## src/rtl/fp8_mul_sched.sv

```systemverilog
// Round-robin scheduler sharing one serial-nibble E4M3 multiplier between two
// requesters; fixed-latency result capture with a backpressured response port.
module fp8_mul_sched #(
  parameter int unsigned WAIT_CYCLES = 24
) (
  input  logic       clock,
  input  logic       reset,
  input  logic       req0_valid,
  input  logic [7:0] req0_a,
  input  logic [7:0] req0_b,
  output logic       req0_ready,
  input  logic       req1_valid,
  input  logic [7:0] req1_a,
  input  logic [7:0] req1_b,
  output logic       req1_ready,
  output logic       mul_reset,
  output logic       mul_enable,
  output logic [3:0] mul_data,
  input  logic [7:0] mul_result,
  output logic       resp_valid,
  output logic       resp_id,
  output logic [7:0] resp_data,
  input  logic       resp_ready
);

  typedef enum logic [2:0] {IDLE, MRST, FEED, WAIT, RESP} state_t;

  state_t     state_q, state_d;
  logic       prio_q, prio_d;
  logic [7:0] a_q, a_d;
  logic [7:0] b_q, b_d;
  logic       id_q, id_d;
  logic [1:0] nib_q, nib_d;
  logic [5:0] cnt_q, cnt_d;
  logic [7:0] rdata_q, rdata_d;
  logic       rid_q, rid_d;
  logic       hold_q, hold_d;
  logic       pick1;
  logic       grant;

  assign pick1      = req1_valid && (!req0_valid || prio_q);
  assign mul_reset  = reset || (state_q == MRST);
  assign resp_data  = rdata_q;
  assign resp_id    = rid_q;

  always_comb begin
    state_d    = state_q;
    prio_d     = prio_q;
    a_d        = a_q;
    b_d        = b_q;
    id_d       = id_q;
    nib_d      = nib_q;
    cnt_d      = cnt_q;
    rdata_d    = rdata_q;
    rid_d      = rid_q;
    hold_d     = (state_q == RESP) && resp_ready;
    grant      = 1'b0;
    req0_ready = 1'b0;
    req1_ready = 1'b0;
    mul_enable = 1'b0;
    mul_data   = '0;
    resp_valid = 1'b0;
    unique case (state_q)
      IDLE: begin
        // First IDLE cycle after a response is a dead cycle: no grant yet.
        if (!hold_q) begin
          req0_ready = req0_valid && !pick1;
          req1_ready = req1_valid && pick1;
          grant      = req0_valid || req1_valid;
          if (grant) begin
            a_d     = pick1 ? req1_a : req0_a;
            b_d     = pick1 ? req1_b : req0_b;
            id_d    = pick1;
            prio_d  = !pick1;
            state_d = MRST;
          end
        end
      end
      MRST: begin
        nib_d   = '0;
        state_d = FEED;
      end
      FEED: begin
        mul_enable = 1'b1;
        unique case (nib_q)
          2'd0: mul_data = a_q[7:4];
          2'd1: mul_data = a_q[3:0];
          2'd2: mul_data = b_q[7:4];
          default: mul_data = b_q[3:0];
        endcase
        nib_d = nib_q + 2'd1;
        if (nib_q == 2'd3) begin
          cnt_d   = 6'(WAIT_CYCLES - 1);
          state_d = WAIT;
        end
      end
      WAIT: begin
        if (cnt_q == '0) begin
          rdata_d = mul_result;
          rid_d   = id_q;
          state_d = RESP;
        end else begin
          cnt_d = cnt_q - 6'd1;
        end
      end
      RESP: begin
        resp_valid = 1'b1;
        if (resp_ready) state_d = IDLE;
      end
      default: state_d = IDLE;
    endcase
  end

  always_ff @(posedge clock) begin
    if (reset) begin
      state_q <= IDLE;
      prio_q  <= 1'b0;
      a_q     <= '0;
      b_q     <= '0;
      id_q    <= 1'b0;
      nib_q   <= '0;
      cnt_q   <= '0;
      rdata_q <= '0;
      rid_q   <= 1'b0;
      hold_q  <= 1'b0;
    end else begin
      state_q <= state_d;
      prio_q  <= prio_d;
      a_q     <= a_d;
      b_q     <= b_d;
      id_q    <= id_d;
      nib_q   <= nib_d;
      cnt_q   <= cnt_d;
      rdata_q <= rdata_d;
      rid_q   <= rid_d;
      hold_q  <= hold_d;
    end
  end

endmodule

```

## config.mk

```make
export PLATFORM = sky130hd
export DESIGN_NAME = fp8_mul_sched
export DESIGN_NICKNAME = d
export VERILOG_FILES = /design/src/rtl/fp8_mul_sched.sv
export SDC_FILE = /design/constraint.sdc
export NUM_CORES = 1
export LEC_CHECK = 0
export CAP_MARGIN = 20
export CORE_ASPECT_RATIO = 1.1
export CORE_MARGIN = 1.5
export CORE_UTILIZATION = 49
export CTS_CLUSTER_DIAMETER = 100
export DETAILED_ROUTE_END_ITERATION = 16
export GPL_ROUTABILITY_DRIVEN = 0
export GPL_TIMING_DRIVEN = 0
export PLACE_DENSITY = 0.85
export SYNTH_ARGS = -nofsm -noshare
export SYNTH_HDL_FRONTEND = slang
export SYNTH_SLANG_ARGS = --single-unit
```

## constraint.sdc

```tcl
create_clock -name clock -period 3.9 [get_ports clock]
set_clock_uncertainty 0.1 [all_clocks]
set_input_delay 0.39 -clock clock [delete_from_list [all_inputs] [get_ports clock]]
set_output_delay 0.39 -clock clock [all_outputs]
set_load 0.005 [all_outputs]
```

==> results of run 1 <==
## metal layers
| layer | up-vias | track usage | wire, um | part of all wire |
|---|---|---|---|---|
| met2 | 38 | 0.370 | 2190 | 0.48 |
| met3 | 8 | 0.0428 | 168 | 0.037 |
| met5 | - | 0 | 0 | 0 |
| met1 | 827 | 0.274 | 2120 | 0.47 |
| li1 | 868 | - | - | - |
| met4 | 0 | 0.103 | 72 | 0.016 |
## sequential cells by signal (all words and copies together), names as in the netlist
| signal | count |
|---|---|
| hold_q | 1 |
| a_q | 8 |
| resp_data | 8 |
| resp_id | 1 |
| state_q | 3 |
| nib_q | 2 |
| cnt_q | 6 |
| prio_q | 1 |
| b_q | 8 |
| id_q | 1 |
## power groups by stage
stage	logic, W	clock network [W]	registers [W]
floorplan	0.000126	0	0.000458
global placement	0.000211	0	0.000465
detailed placement	0.000214	0	0.000465
CTS	0.000216	0.000359	0.000456
global route	0.000237	0.000373	0.000460
finish	0.000215	0.000356	0.000457
## layout by cell type (no fill, tap or decap), drive strengths merged, types with 3 or more instances in the layout
master / count
o21ai: 3
and2: 16
dfxtp: 39
mux2i: 9
a22o: 3
a222oi: 4
nor2: 31
clkdlybuf4s50: 61
nor3b: 3
buf: 6
a211oi: 3
a21oi: 13
nand2: 6
a221o: 16
nand2b: 3
or2: 3
ha: 6
nor4: 3
clkbuf: 11
inv: 9
## final cells by class
class                   instances  area, um2  share of cell area
plain buffers                  11       57.6              0.0214
inverters                       8       30.0              0.0112
clock buffers                   6       82.6              0.0307
repair buffers                 61        611               0.227
multi-input cells             142       1030               0.382
flip-flops and latches         39        781               0.290
clock inverters                 2       38.8              0.0144
well taps                      50       62.6              0.0232
## cell families after synthesis
kind of cell / synth area share
compound gates: 0.225
flops: 0.412
fa+ha+maj: 0.0396
buf+inv: 0.0462
simple gates: 0.224
mux: 0.0534
## worst paths after layout
path / from / endpoint / slack [ns] / depth (start not counted)
max: nib_q[0] / mul_data[2] / 1.27 / 7
min: id_q / id_q / 0.37 / 2
max reg2reg: cnt_q[0] / cnt_q[5] / 2.01 / 6
min reg2reg: id_q / id_q / 0.37 / 2
## through the flow
stage / std cells / setup slack [ns] / instance area (um2)
finish: 319 / 1.27 / 2690
global route: 319 / 1.13 / 2690
CTS: 319 / 1.26 / 2690
detailed placement: 311 / 1.59 / 2570
global placement: 311 / 1.62 / 2570
floorplan: 200 / 2.20 / 1900
## worst max-delay path, delay by kind of cell (launching register included)
kind / cells / cell delay [ns]
flip-flops: 1 / 0.39
AO/OA/AOI/OAI: 2 / 0.49
buffers and inverters: 2 / 0.54
AND/OR/NAND/NOR: 2 / 0.14
adder cells (fa/ha/maj): 1 / 0.26
==> impl_metrics.tcl, run 1 <==
set metrics [dict create \
    avgSynthCellArea_um2 9.48 \
    cts_hold_buf 0 \
    fin_tns_setup_ns 0 \
    ant_nets 0 \
    fp.dieH_um 68.3 \
    synth_ff_type "dfxtp_1" \
    ys_seq_area_frac 0.412 \
    cts_root_buf "clkbuf_8" \
    portBuffers 61 \
    dieArea_um2 4250 \
    cts_tree "built" \
    grt_pass1_wl_mm 7.26 \
    die_w_um 62.3 \
    htree_levels 2 \
    cp_slowest_cell "clkdlybuf4s50_1" \
    rows 23 \
    routed_wl_mm 4.55 \
    synth-seq-cells 39 \
    ys_types 46 \
    period_minus_slack_ns 2.63 \
    yosysMostFrequentCell "dfxtp_1" \
    worst_pin_slew_ns 0.578 \
    rsz0062_at_grt "no" \
    grt_pass1_vias 1625 \
    p_sw_frac 0.256 \
    drc 0 \
    clk_latency_ns 0.30 \
    critPathMaxStageDelay_ns 0.45 \
    grt_start_max_net_pins 14 \
    start_kind "register" \
    initial_core_util 0.515 \
    clockBufferDepth 2 \
    wire_per_inst_um 14.3 \
    dr.pass1.iters 5 \
    setup_violations 0 \
    power_frac_seq 0.444 \
    comb_power_share 0.210 \
    cpMostUsedCell "nor2_1" \
    p_total_w 0.00103 \
    finalHoldViolCount 0 \
    numCtsBuffers 5 \
    crit_path_end_kind "primary output" \
    path_cells "inv_1 -> ha_1 -> a222oi_1 -> nor2_1 -> a21oi_1 -> nor2_1 -> clkdlybuf4s50_1" \
    finalCritPeriodShare 0.673 \
    antenna_found_initial 0 \
    cts.repair.resized 0 \
    ys_top_cells_by_count "39 x dfxtp_1, 30 x nor2_1, 16 x a221o_1" \
    synth_top_area_frac 0.412 \
    vias 1741 \
    drive_gt1_frac 0.104 \
    ys_warn_count 0 \
    grtUsageTotal 0.219 \
    ioPinCount 63 \
    worstPathArrival_ns 2.14 \
    fin_nets 319 \
    peakVddDrop_uv 224 \
    power_switching_w 0.000263 \
    post-dp-hpwl_mm 3.25 \
    p_per_area_nw_per_um2 382 \
    syn_to_final_growth_pct 41.9 \
    internal_power_w 0.000765 \
    slew_headroom 0.614 \
    nFillCells 310 \
    critPathKind "reg2out" \
    p_leak_nw 1.10 \
    hold_path_class "reg2reg" \
    syn-instance-count 200 \
    drv_slew 0 \
    synth_edf_count 0 \
    synth_area_leader_cell "dfxtp_1" \
    syn-num-nets 251 \
    grt-ovfl-total 0 \
    antennaDiodeCount 0 \
    p_clk_frac 0.346 \
    max_freq_ghz 0.381 \
    holdWs_ns 0.368 \
    async_flop_share 0 \
    fin_util 0.731 \
    maxCapViolations 0 \
    drt_iter0_drc 166 \
    fp.coreArea_um2 3680 \
    outcome "finished, final reports clean" \
    synth.area.top_cells "dfxtp_1 41%, a221o_1 8.4%, nor2_1 5.9%, mux2i_1 4.7%, ha_1 4.0%" \
    cp_max_fo 4 \
    vias_per_cell 5.46 \
    cts_setup_buffers 0 \
    clk_pin_slew_worst_paths_ns 0.08 \
    cts.sinks 39 \
    required_ns 3.41 \
    netlist_area_um2 1900 \
]
No activity file was read; power rests on OpenSTA's default activity.
==> run 2, diff against run 1 <==
Settings changed: CORE_UTILIZATION 49 to 45, PLACE_DENSITY 0.85 to 0.79.
Clock period 3.9 ns to 2.7 ns, I/O delays scaled along.
==> run 2 against run 1 <==
Sequential power grew 44%. Power grew 29%. Via count shrank 1.3%. Global-route usage shrank 1.1 points. Sequential share of layout area grew 0.51 points. Setup slack lost 1.1 ns. Die area grew 8.5%. Combinational power grew 45%. Cell count is the same. Critical endpoint unchanged. Largest cell class unchanged. Largest power group unchanged.
==> impl_metrics.tcl, run 2 (synthesis results as in run 1) <==
set metrics [dict create \
    dp_cells 313 \
    syn_to_final_growth_pct 39.4 \
    clk_latency_ns 0.29 \
    place_ws_ns 0.473 \
    finalHoldViolCount 0 \
    critPathKind "reg2out" \
    ant_nets 0 \
    fin_util 0.662 \
    fp.coreArea_um2 3990 \
    setup_violations 0 \
    start_kind "register" \
    drt_iter0_drc 84 \
    outcome "finished, final reports clean" \
    hold_path_class "reg2reg" \
    cpMostUsedCell "nor2_1" \
    cts_setup_buffers 0 \
    grt-ovfl-total 0 \
    path_cells "inv_1 -> ha_1 -> a222oi_1 -> nor2_1 -> a21oi_1 -> nor2_1 -> clkdlybuf4s50_1" \
    layout_commonest_cell "clkdlybuf4s50_1" \
    vias_per_cell 5.39 \
    period_minus_slack_ns 2.52 \
    required_ns 2.33 \
    multi_input_area_um2 1030 \
    path_buf_inv 2 \
    antenna_found_initial 0 \
    cp_max_fo 4 \
    critPathMaxStageDelay_ns 0.46 \
    seq_area_um2 781 \
    clk_pin_slew_worst_paths_ns 0.07 \
    cts.sinks 39 \
    rsz0062_at_grt "no" \
    nFillCells 351 \
    dieArea_um2 4610 \
    finalCritPeriodShare 0.935 \
    drive_gt1_frac 0.0936 \
    vias 1718 \
    routed_wl_mm 4.47 \
    grt_pass1_vias 1654 \
    max_freq_ghz 0.396 \
    setup_slack_ns 0.175 \
    numCtsBuffers 5 \
    final_cell_mix "61 x clkdlybuf4s50_1, 39 x dfxtp_1, 30 x nor2_1" \
    cts.repair.resized 0 \
    drv_slew 0 \
    die_w_um 64.9 \
    clockBufferDepth 2 \
    rows 24 \
    p_per_area_nw_per_um2 503 \
    drc 0 \
    fin_nets 319 \
    portBuffers 61 \
    worstPathArrival_ns 2.15 \
    initial_core_util 0.475 \
    grtUsageTotal 0.207 \
    crit_family "buffers and inverters" \
    grt_pass1_wl_mm 7.47 \
    crit_path_end_kind "primary output" \
    post-dp-hpwl_mm 3.23 \
    htree_levels 2 \
    worst_pin_slew_ns 0.559 \
    cts_hold_buf 0 \
    stdcell_count 319 \
    ioPinCount 63 \
    p_leak_nw 1.08 \
    cts_root_buf "clkbuf_8" \
    cts_tree "built" \
    fin_tns_setup_ns 0 \
    dr.pass1.iters 4 \
    cp_slowest_cell "clkdlybuf4s50_1" \
    peakVddDrop_uv 340 \
    grt_start_max_net_pins 11 \
    wire_per_inst_um 14.0 \
    fp.dieH_um 71.1 \
    slew_headroom 0.627 \
    antennaDiodeCount 0 \
    maxCapViolations 0 \
]
## run 2: changes by cell type in the layout (fill, tap and decap cells not counted), sizes merged
cell	change
inv	-1
bufinv	-1
## run 2: final timing paths
kind             from          end  slack (ns)  cells past startpoint
max reg2reg  cnt_q[0]     cnt_q[5]        0.77                      6
min reg2reg      id_q         id_q        0.36                      2
min              id_q         id_q        0.36                      2
max          nib_q[0]  mul_data[2]        0.18                      7
## run 2: area by class of cell
type	count	share of cell area
buffer	11	0.0218
clock buffer	6	0.0274
inverter	8	0.0114
multi-input combinational	142	0.389
sequential	39	0.295
tap	52	0.0246
timing repair buffer	61	0.231
## run 2: metal layers
layer  wire length [um]  vias up  track usage
li1                   -      867            -
met2               2110       45        0.342
met5                  0        -            0
met1               2090      799        0.265
met3                191        7       0.0397
met4                 73        0       0.0851
## run 2: through the flow
step                area, um2  total power, W  hold slack, ns
floorplan                1900        0.000844           0.308
global placement         2570        0.000977           0.348
detailed placement       2570        0.000982           0.349
CTS                      2650         0.00134           0.359
global route             2650         0.00140           0.389
finish                   2650         0.00133           0.360
## run 2: worst min-delay path, delay by kind of cell, from the launching register on
family | cells | cell delay [ns]
DFF | 1 | 0.31
AOI/OAI and AO/OA | 1 | 0.05
and+or+nand+nor | 1 | 0.05
## run 2: report_power, final
part           internal (W)  total, W  switching [W]
clock              0.000172  0.000359       0.000187
sequential         0.000624  0.000660      0.0000355
combinational      0.000178  0.000311       0.000133
total              0.000974   0.00133       0.000356
==> run 3, diff against run 2 <==
Settings changed: GPL_TIMING_DRIVEN 0 to not set.
==> run 3 against run 2 <==
Register-to-register slack lost 0.13 ns. Setup slack gained 0.019 ns. Worst hold slack gained 0.017 ns. Sequential cell count is the same. Critical endpoint is now mul_data[0]. Clock power grew 58%. Non-clock buffer count shrank 7.
==> impl_metrics.tcl, run 3 (synthesis results as in run 1) <==
set metrics [dict create \
    slew_headroom 0.539 \
    p_per_area_nw_per_um2 570 \
    wire_per_inst_um 13.5 \
    numCtsBuffers 5 \
    antennaDiodeCount 0 \
    fin_tns_setup_ns 0 \
    worst_pin_slew_ns 0.689 \
    maxCapViolations 0 \
    syn_to_final_growth_pct 41.4 \
    grt_pass1_wl_mm 7.37 \
    fp.coreArea_um2 3990 \
    drv_slew 0 \
    peakVddDrop_uv 327 \
    initial_core_util 0.475 \
    rows 24 \
    outcome "finished, final reports clean" \
    worstPathArrival_ns 2.14 \
    cts.sinks 39 \
    postLayoutCellArea_um2 2680 \
    grt_pass1_vias 1648 \
    critPathMaxStageDelay_ns 0.44 \
    portBuffers 62 \
    required_ns 2.33 \
    hold_path_class "reg2reg" \
    finalHoldViolCount 0 \
    post-dp-hpwl_mm 3.10 \
    cts_hold_buf 0 \
    clk_pin_slew_worst_paths_ns 0.07 \
    nFillCells 326 \
    drive_gt1_frac 0.0954 \
    routed_wl_mm 4.22 \
    grt-ovfl-total 0 \
    dieArea_um2 4610 \
    p_leak_nw 1.09 \
    vias 1680 \
    final_cell_mix "62 x clkdlybuf4s50_1, 38 x dfxtp_1, 30 x nor2_1" \
    period_minus_slack_ns 2.51 \
    place_area_um2 2550 \
    grtUsageTotal 0.202 \
    finalCritPeriodShare 0.928 \
    ant_nets 0 \
    clk_latency_ns 0.29 \
    fin_nets 312 \
    start_kind "register" \
    drt_iter0_drc 108 \
    die_w_um 64.9 \
    grt_start_max_net_pins 17 \
    vias_per_cell 5.35 \
    htree_levels 2 \
    cts_root_buf "clkbuf_8" \
    layout_commonest_cell "clkdlybuf4s50_1" \
    critPathKind "reg2out" \
    cpMostUsedCell "nor2_1" \
    drc 0 \
    crit_path_end_kind "primary output" \
    rsz0062_at_grt "no" \
    ioPinCount 63 \
    cts_setup_buffers 0 \
    fp.dieH_um 71.1 \
    cp_slowest_cell "clkdlybuf4s50_1" \
    crit_family "buffers and inverters" \
    clockBufferDepth 2 \
    antenna_found_initial 0 \
    cp_max_fo 5 \
    max_freq_ghz 0.399 \
    dr.pass1.iters 5 \
    path_cells "inv_1 -> ha_1 -> a222oi_1 -> nor2_1 -> a21oi_1 -> nor2_1 -> clkdlybuf4s50_1" \
    cts_tree "built" \
    path_buf_inv 2 \
    setup_violations 0 \
]
[run 3: cell count changes in the layout (fill, tap and decap cells not counted)]
cell / delta
clkdlybuf4s50_1: +1
buf_4: +2
buf_2: -4
clkbuf_1: -5
dfxtp_1: -1
bufinv_16: +2
buf_6: -1
dfxtp_2: +1
[run 3: area by class of cell]
class                           count  area [um2]  area share
Inverter                            8        30.0      0.0112
Clock inverter                      2        60.1      0.0224
Multi-Input combinational cell    142        1030       0.384
Sequential cell                    39         782       0.292
Tap cell                           52        65.1      0.0243
Clock buffer                        6        72.6      0.0271
Timing Repair Buffer               65         643       0.240
[run 3: worst min-delay path, cell delays in order, from the launching register on]
cell,delay [ns]
dfxtp_1,0.32
nand2_1,0.06
a21oi_1,0.06
[run 3: worst paths after layout]
kind,from,endpoint,slack (ns),cells after the start
hold reg to reg,id_q,id_q,0.38,2
setup reg to reg,cnt_q[0],resp_data[4],0.64,6
hold / removal,id_q,id_q,0.38,2
setup / recovery,nib_q[1],mul_data[0],0.19,7
[run 3: layer usage]
layer  share of wire  vias to the layer above  global-route usage
met5               0                        -                   0
met4           0.014                        0              0.0638
met3           0.055                        7              0.0525
met2            0.46                       56               0.325
met1            0.47                      759               0.263
li1                -                      858                   -
[run 3: timing repair]
item	in CTS	in global routing
setup endpoints to repair	0	2
gates resized for setup	0	1
endpoints found under the hold margin	0	0
[run 3: power breakdown]
part           switching, W  internal [W]
clock              0.000197      0.000369
combinational      0.000120      0.000173
sequential        0.0000450      0.000624
[run 3: stage by stage]
step / hold slack (ns) / utilization / power (W) / std cells / setup slack (ns)
after floorplan: 0.308 / - / 0.000844 / 200 / 1.00
after global placement: 0.360 / 0.638 / 0.000969 / 306 / 0.519
after detailed placement: 0.361 / 0.638 / 0.000974 / 306 / 0.468
after CTS: 0.375 / 0.671 / 0.00154 / 314 / 0.147
after global routing: 0.396 / 0.671 / 0.00161 / 314 / 0.0608
final: 0.377 / 0.671 / 0.00153 / 314 / 0.194
